`src/rtl/pc_uart_sender.sv`:
```
// Streams NUM_BYTES bytes read from a sample ROM out of an 8N1 UART, LSB first.
// One ROM byte is fetched per frame; done pulses once after the final stop bit.
module pc_uart_sender #(
  parameter int unsigned CLKS_PER_BIT = 434,
  parameter int unsigned NUM_BYTES    = 98
) (
  input  logic       clk,
  input  logic       rst,
  input  logic       start,
  output logic [6:0] rom_addr,
  input  logic [7:0] rom_q,
  output logic       tx,
  output logic       busy,
  output logic       done
);

  localparam int unsigned BAUD_W = (CLKS_PER_BIT > 1) ? $clog2(CLKS_PER_BIT) : 1;
  localparam int unsigned ADDR_W = 7;
  localparam int unsigned BITS_W = 3;
  localparam logic [BAUD_W-1:0] BAUD_LAST = BAUD_W'(CLKS_PER_BIT - 1);
  localparam logic [ADDR_W-1:0] ADDR_LAST = ADDR_W'(NUM_BYTES - 1);
  localparam logic [BITS_W-1:0] BIT_LAST  = BITS_W'(7);

  typedef enum logic [2:0] {
    IDLE,
    FETCH,
    LOAD,
    START_BIT,
    DATA_BITS,
    STOP_BIT,
    DONE
  } state_t;

  state_t              r_state;
  state_t              w_next;
  logic [BAUD_W-1:0]   r_baud;
  logic [BITS_W-1:0]   r_bit_cnt;
  logic [7:0]          r_shift;
  logic [ADDR_W-1:0]   r_addr;
  logic                r_tx;
  logic                r_busy;
  logic                r_done;
  logic                w_tx;
  logic                w_bit_end;
  logic                w_last_byte;

  assign w_bit_end   = (r_baud == BAUD_LAST);
  assign w_last_byte = (r_addr == ADDR_LAST);

  assign rom_addr = r_addr;
  assign tx       = r_tx;
  assign busy     = r_busy;
  assign done     = r_done;

  // Next-state and line level for the current state
  always_comb begin
    w_next = r_state;
    w_tx   = 1'b1;
    case (r_state)
      IDLE:      if (start) w_next = FETCH;
      FETCH:     w_next = LOAD;
      LOAD:      w_next = START_BIT;
      START_BIT: begin
        w_tx = 1'b0;
        if (w_bit_end) w_next = DATA_BITS;
      end
      DATA_BITS: begin
        w_tx = r_shift[0];
        if (w_bit_end && (r_bit_cnt == BIT_LAST)) w_next = STOP_BIT;
      end
      STOP_BIT:  if (w_bit_end) w_next = w_last_byte ? DONE : FETCH;
      DONE:      w_next = IDLE;
      default:   w_next = IDLE;
    endcase
  end

  // State, datapath and registered outputs
  always_ff @(posedge clk) begin
    if (rst) begin
      r_state   <= IDLE;
      r_baud    <= '0;
      r_bit_cnt <= '0;
      r_shift   <= '0;
      r_addr    <= '0;
      r_tx      <= 1'b1;
      r_busy    <= 1'b0;
      r_done    <= 1'b0;
    end else begin
      r_state <= w_next;
      r_tx    <= w_tx;
      r_busy  <= (r_state != IDLE);
      r_done  <= (r_state == DONE);
      case (r_state)
        IDLE: if (start) r_addr <= '0;
        LOAD: begin
          r_shift   <= rom_q;
          r_bit_cnt <= '0;
          r_baud    <= '0;
        end
        START_BIT: r_baud <= w_bit_end ? '0 : r_baud + BAUD_W'(1);
        DATA_BITS: begin
          r_baud <= w_bit_end ? '0 : r_baud + BAUD_W'(1);
          if (w_bit_end) begin
            r_shift   <= {1'b0, r_shift[7:1]};
            r_bit_cnt <= r_bit_cnt + BITS_W'(1);
          end
        end
        STOP_BIT: begin
          r_baud <= w_bit_end ? '0 : r_baud + BAUD_W'(1);
          // Address stops at the last byte; DONE follows instead of a wrap
          if (w_bit_end && !w_last_byte) r_addr <= r_addr + ADDR_W'(1);
        end
        default: ;
      endcase
    end
  end

endmodule

```
`config.mk`:
```
export PLATFORM = sky130hd
export DESIGN_NAME = pc_uart_sender
export DESIGN_NICKNAME = d
export VERILOG_FILES = /design/src/rtl/pc_uart_sender.sv
export SDC_FILE = /design/constraint.sdc
export NUM_CORES = 1
export LEC_CHECK = 0
export CORE_ASPECT_RATIO = 2
export CORE_MARGIN = 8
export CORE_UTILIZATION = 50
export CTS_CLUSTER_SIZE = 25
export DETAILED_ROUTE_END_ITERATION = 10
export PLACE_DENSITY = 0.72
export SLEW_MARGIN = 10
export SYNTH_ARGS = -nofsm -noshare
export SYNTH_HDL_FRONTEND = slang
export SYNTH_SLANG_ARGS = --single-unit
```
`constraint.sdc`:
```
create_clock -name clk -period 1.6 [get_ports clk]
set_input_delay 0.32 -clock clk [delete_from_list [all_inputs] [get_ports clk]]
set_output_delay 0.32 -clock clk [all_outputs]
set_load 0.01 [all_outputs]
```
; ---- Yosys cells after proc, flatten, opt, wreduce, memory -nomap -nowiden
; Cells that the tools add are included.
[word_totals]
reg_bits = 33
[op_classes]
addsub = 3
n_reduce_logical = 12
n_eq_ne = 15
muxes = 16
[op_table]
columns = op, n
row1 = two-way mux 3 bit, 6
row2 = case mux 3 bit (6 select lines), 1
row3 = case mux 9 bit (2 select lines), 1
row4 = case mux 8 bit (2 select lines), 1
row5 = two-way mux 7 bit, 2
row6 = case mux 7 bit (2 select lines), 1
row7 = "== test 3 bit, second input constant", 4
row8 = "!= test 2 bit, second input constant", 6
row9 = "adder 9 x 1 -> 9 bit, second input constant", 1
row10 = "== test 9 bit, second input constant", 1
row11 = two-way mux 9 bit, 1
row12 = two-way mux 8 bit, 1
row13 = "adder 7 x 1 -> 7 bit, second input constant", 1
row14 = "== test 7 bit, second input constant", 1
row15 = "== test 3 x 2 -> 1 bit, second input constant", 2
row16 = case mux 3 bit (2 select lines), 1
row17 = nonzero test 2 bit, 3
row18 = AND reduction 4 bit, 1
row19 = "adder 3 x 1 -> 3 bit, second input constant", 1
row20 = "== test 3 x 1 -> 1 bit, second input constant", 1
row21 = logical NOT 3 bit, 1
row22 = AND reduction 3 bit, 1
row23 = nonzero test 3 bit, 1
row24 = OR reduction 3 bit, 1
row25 = other kinds (4), 5

; ---- Depth between registers and ports, before layout
; Gate-level depths: netlist of the first run.
[depth]
ltp_word = 5
mapped_depth = 8
depth_no_buf = 6

; ---- Worst setup path before layout of the first run
; OpenSTA, ideal clock, no wires.
[synth_timing]
path_kind = register to register
from = register r_baud[0]
to = register r_addr[4] (netlist: rom_addr[4])
path_buffers = 0
setup_ns = 0.074
setup_slack_ns = -0.020
arrival_time_ns = 1.545
t_required_ns = 1.526
stages_incl_launch_ff = 6
path_cell_list = dfxtp_1 > ha_1 > and4b_2 > o211ai_4 > or4_1 > a31oi_1
[synth_via]
elab_chain_len = 4
[synth_lines]
columns = item, line_no
row1 = "start, declared", 36  ; logic [BAUD_W-1:0] r_baud;
row2 = "start signal, assigned", 100  ; START_BIT: r_baud <= w_bit_end ? '0 : r_baud + BAUD_W'(1);
row3 = "start signal, assigned", 102  ; r_baud <= w_bit_end ? '0 : r_baud + BAUD_W'(1);
row4 = "start signal, assigned", 109  ; r_baud <= w_bit_end ? '0 : r_baud + BAUD_W'(1);
row5 = == test 9 bit, 47  ; assign w_bit_end = (r_baud == BAUD_LAST);
row6 = logical AND 1 bit, 111  ; if (w_bit_end && !w_last_byte) r_addr <= r_addr + ADDR_W'(1);
row7 = != test 2 bit (no line), -
row8 = AND reduction 3 bit (no line), -
row9 = "end signal, assigned", 111
row10 = "end, declared", 39  ; logic [ADDR_W-1:0] r_addr;
; No other way between the ends.
; A chain may end at the register's enable or synchronous reset.

; ---- Worst setup path in the final report of the first run
[layout_timing]
from = register r_baud[1]
to = register r_addr[4] (netlist: rom_addr[4])
; Same word-level chain as after synthesis.

==> metrics.txt, run 1 <==
outcome finished, violations left; failing checks negative setup slack; CP Class reg2reg; Mapped Nets 216; n_diodes 0; synthesized cell area 1780 µm²; row cnt 30; register area share after synthesis 37.2%; RSZ-0062 raised after global routing yes; grt ovf 0; routability congestion estimate 0.841; largest net degree at the start of global routing 18; CP endpoint kind flip-flop; number of synthesized register bits 33; Max FO, Critical Path 4; DRC viols 0; Clk Latency, worst-skew pair 280 ps; Arr. time, crit path approximately 1800 ps; R2R setup slack -30 ps; Floorplan Core Area 3420 µm²; Initial Util a little over half; Setup Skew between 4 and 5 ps; via/cell ratio 5.84; post-DR wirelength/cell 16.0 µm; worst IR drop on VDD 0.943 mV; pre-CTS setup slack -299 ps; CP cell instances inv_2, ha_4, and4b_2, o211ai_4, or4_1, a31oi_1; number of synthesized flops with an enable pin 0; Max-Cap Viols 0; Power Density between 1000 and 1500 nW/µm²; Final period util 102%; routed wire length 4770 µm; Slew headroom between 70% and 80%; Netlist cell types 53; Worst Tran Pin Value 403 ps; chip height ~100 µm; Tmin final 1630 ps; Avg Synthesized Cell Area 8.93 µm²; Area Overhead vs Synth 36.0%; number of buffers created by CTS 5; H-tree Lvls 2; first-pass GRT wire length 7820 µm; WHS 465 ps; share of the synthesized area in the top cell type 37.2%; Synth area leaders dfxtp_1 37%, nor2_1 5.3%, mux2i_1 4.5%; via count 1741; DP Cell Count 287; Nets 266; Worst Setup SP r_baud[1]; asr flop ratio synth 0%; worst-case reg-to-reg path depth 6; clk buf depth 2; die area 5830 µm²; dpl hpwl between 3000 and 4000 µm; YS warnings 0; GRT Util Overall 17.2%; fill cell count 276; Syn Inst Count 199; fmax 614 MHz; CTS Root Cell clkbuf_8; Clock Sink Count 33; Commonest cells post-synth 33 x dfxtp_1, 25 x nor2_1, 13 x nand2_1; share of cells above drive strength 1 25.2%; reg-to-reg critical path startpoint r_baud[1]; startpoint types flip-flop; Slew Limit Fails 0; CTS Hold Buffers Added 0; fin util 70.7%; Worst Min Path Start r_bit_cnt[1]; CTS tree done; Die W 58.2 µm; DRT Pass-1 Iters 4; initial DRC count 35; Routed Antenna Nets 0; Final setup viols 1; vias in the first global route 1764; Worst path max stage delay 470 ps; final hold viol count 0; final setup margin -27.7 ps; worst r2r dst rom_addr[4]; Leak 0.910 nW; initial antenna violation count 0; Worst Hold Class reg2reg; leading register cell type out of synthesis dfxtp_1; Slowest cell on crit path or4_1; CP endpoint rom_addr[4]; I/O pin count 21; final non-filler cell total 298; most frequent cell after synthesis dfxtp_1; Req. time, crit path 1810 ps; Clock Pin Slew Worst Setup and Hold Paths 70 ps; cell taking the most area after synthesis dfxtp_1; PortBufs 20
[layer usage]
layer | vias up | global-route usage [%] | wire length, µm
met5 | - | 0 | 0
met4 | 0 | 10.8 | 194
met3 | 13 | 3.97 | 149
met2 | 33 | 32.9 | 2770
met1 | 844 | 15.0 | 1660
li1 | 851 | - | -
[registers in the layout, indices dropped and copies added, names as in the netlist]
register	count
r_shift	8
r_state	3
r_bit_cnt	3
tx	1
done	1
rom_addr	7
r_baud	9
busy	1
[layout by cell type (no fill, tap or decap), drive strengths merged, types with 2 or more instances in the layout]
cell type / count
and3b: 2
a2bb2oi: 2
xnor2: 3
a22o: 4
nor2b: 2
or4: 2
a21boi: 2
nor2: 25
o22ai: 3
a32oi: 2
nand2: 13
a21oi: 5
mux2i: 8
a21o: 2
nand3b: 2
nor4: 4
ha: 6
nor4b: 3
dlygate4sd2: 6
clkbuf: 8
o31ai: 4
nand4: 5
or3: 2
a31oi: 4
a211oi: 7
clkdlybuf4s50: 14
nand3: 9
inv: 8
a32o: 2
dfxtp: 33
o21ai: 5
buf: 34
o211ai: 3
[kinds of logic after synthesis]
kind of cell	share of synthesized area, %
buffers and inverters	5.21
adders and majority gates	4.23
DFF	37.2
and+or+nand+nor	24.2
xor gates and xnor gates	1.97
AOI/OAI and AO/OA	22.1
muxes	5.14
[worst max-delay path: cells and delay by family, from the launching register on]
family | cells | cell delay, ps
compound gates | 2 | 270
fa+ha+maj | 1 | 120
buf+inv | 1 | 50
flops | 1 | 320
simple gates | 2 | 780
[how the worst min path moves through the flow]
stage	end	slack, ps	cells past startpoint
final	r_bit_cnt[1]	460	2
after detailed placement	r_bit_cnt[1]	460	2
after floorplan	r_bit_cnt[1]	440	2
after CTS	r_bit_cnt[1]	470	2
after global routing	r_bit_cnt[1]	480	2
after global placement	r_bit_cnt[1]	440	2
[timing repair]
item	CTS	global route
buffers inserted	3	0
cloned	0	0
resized for setup	17	9
pin swaps	5	2
endpoints found under the setup margin	21	25
[cell type report]
cell class	count	area (µm²)	area share, %
repair buffers	54	489	20.2
well taps	48	60.1	2.49
flip-flops and latches	33	668	27.7
clock buffers	8	80.1	3.31
multi-input cells	147	1090	45.1
inverters	8	30.0	1.24
[power breakdown]
group | leakage (nW) | internal, mW | switching, mW
Sequential | 0.270 | 0.951 | 0.101
Clock | 0.0395 | 0.309 | 0.290
Combinational | 0.600 | 0.472 | 0.458
[through the flow]
stage | TNS, ps | cell area, µm² | power [mW]
2_1_floorplan | 0 | 1780 | 1.59
6_report | -27.7 | 2420 | 2.58
5_1_grt | -550 | 2420 | 2.74
4_1_cts | -69.8 | 2380 | 2.55
3_5_place_dp | -1170 | 2230 | 1.88
3_3_place_gp | -901 | 2230 | 1.86
No activity file was read; power rests on OpenSTA's default activity.
==> inputs of run 2 (changes only) <==
CAP_MARGIN = 20   (was not set)
==> results of run 2 <==
Final layout, timing and power as in run 1 (identical DEF).
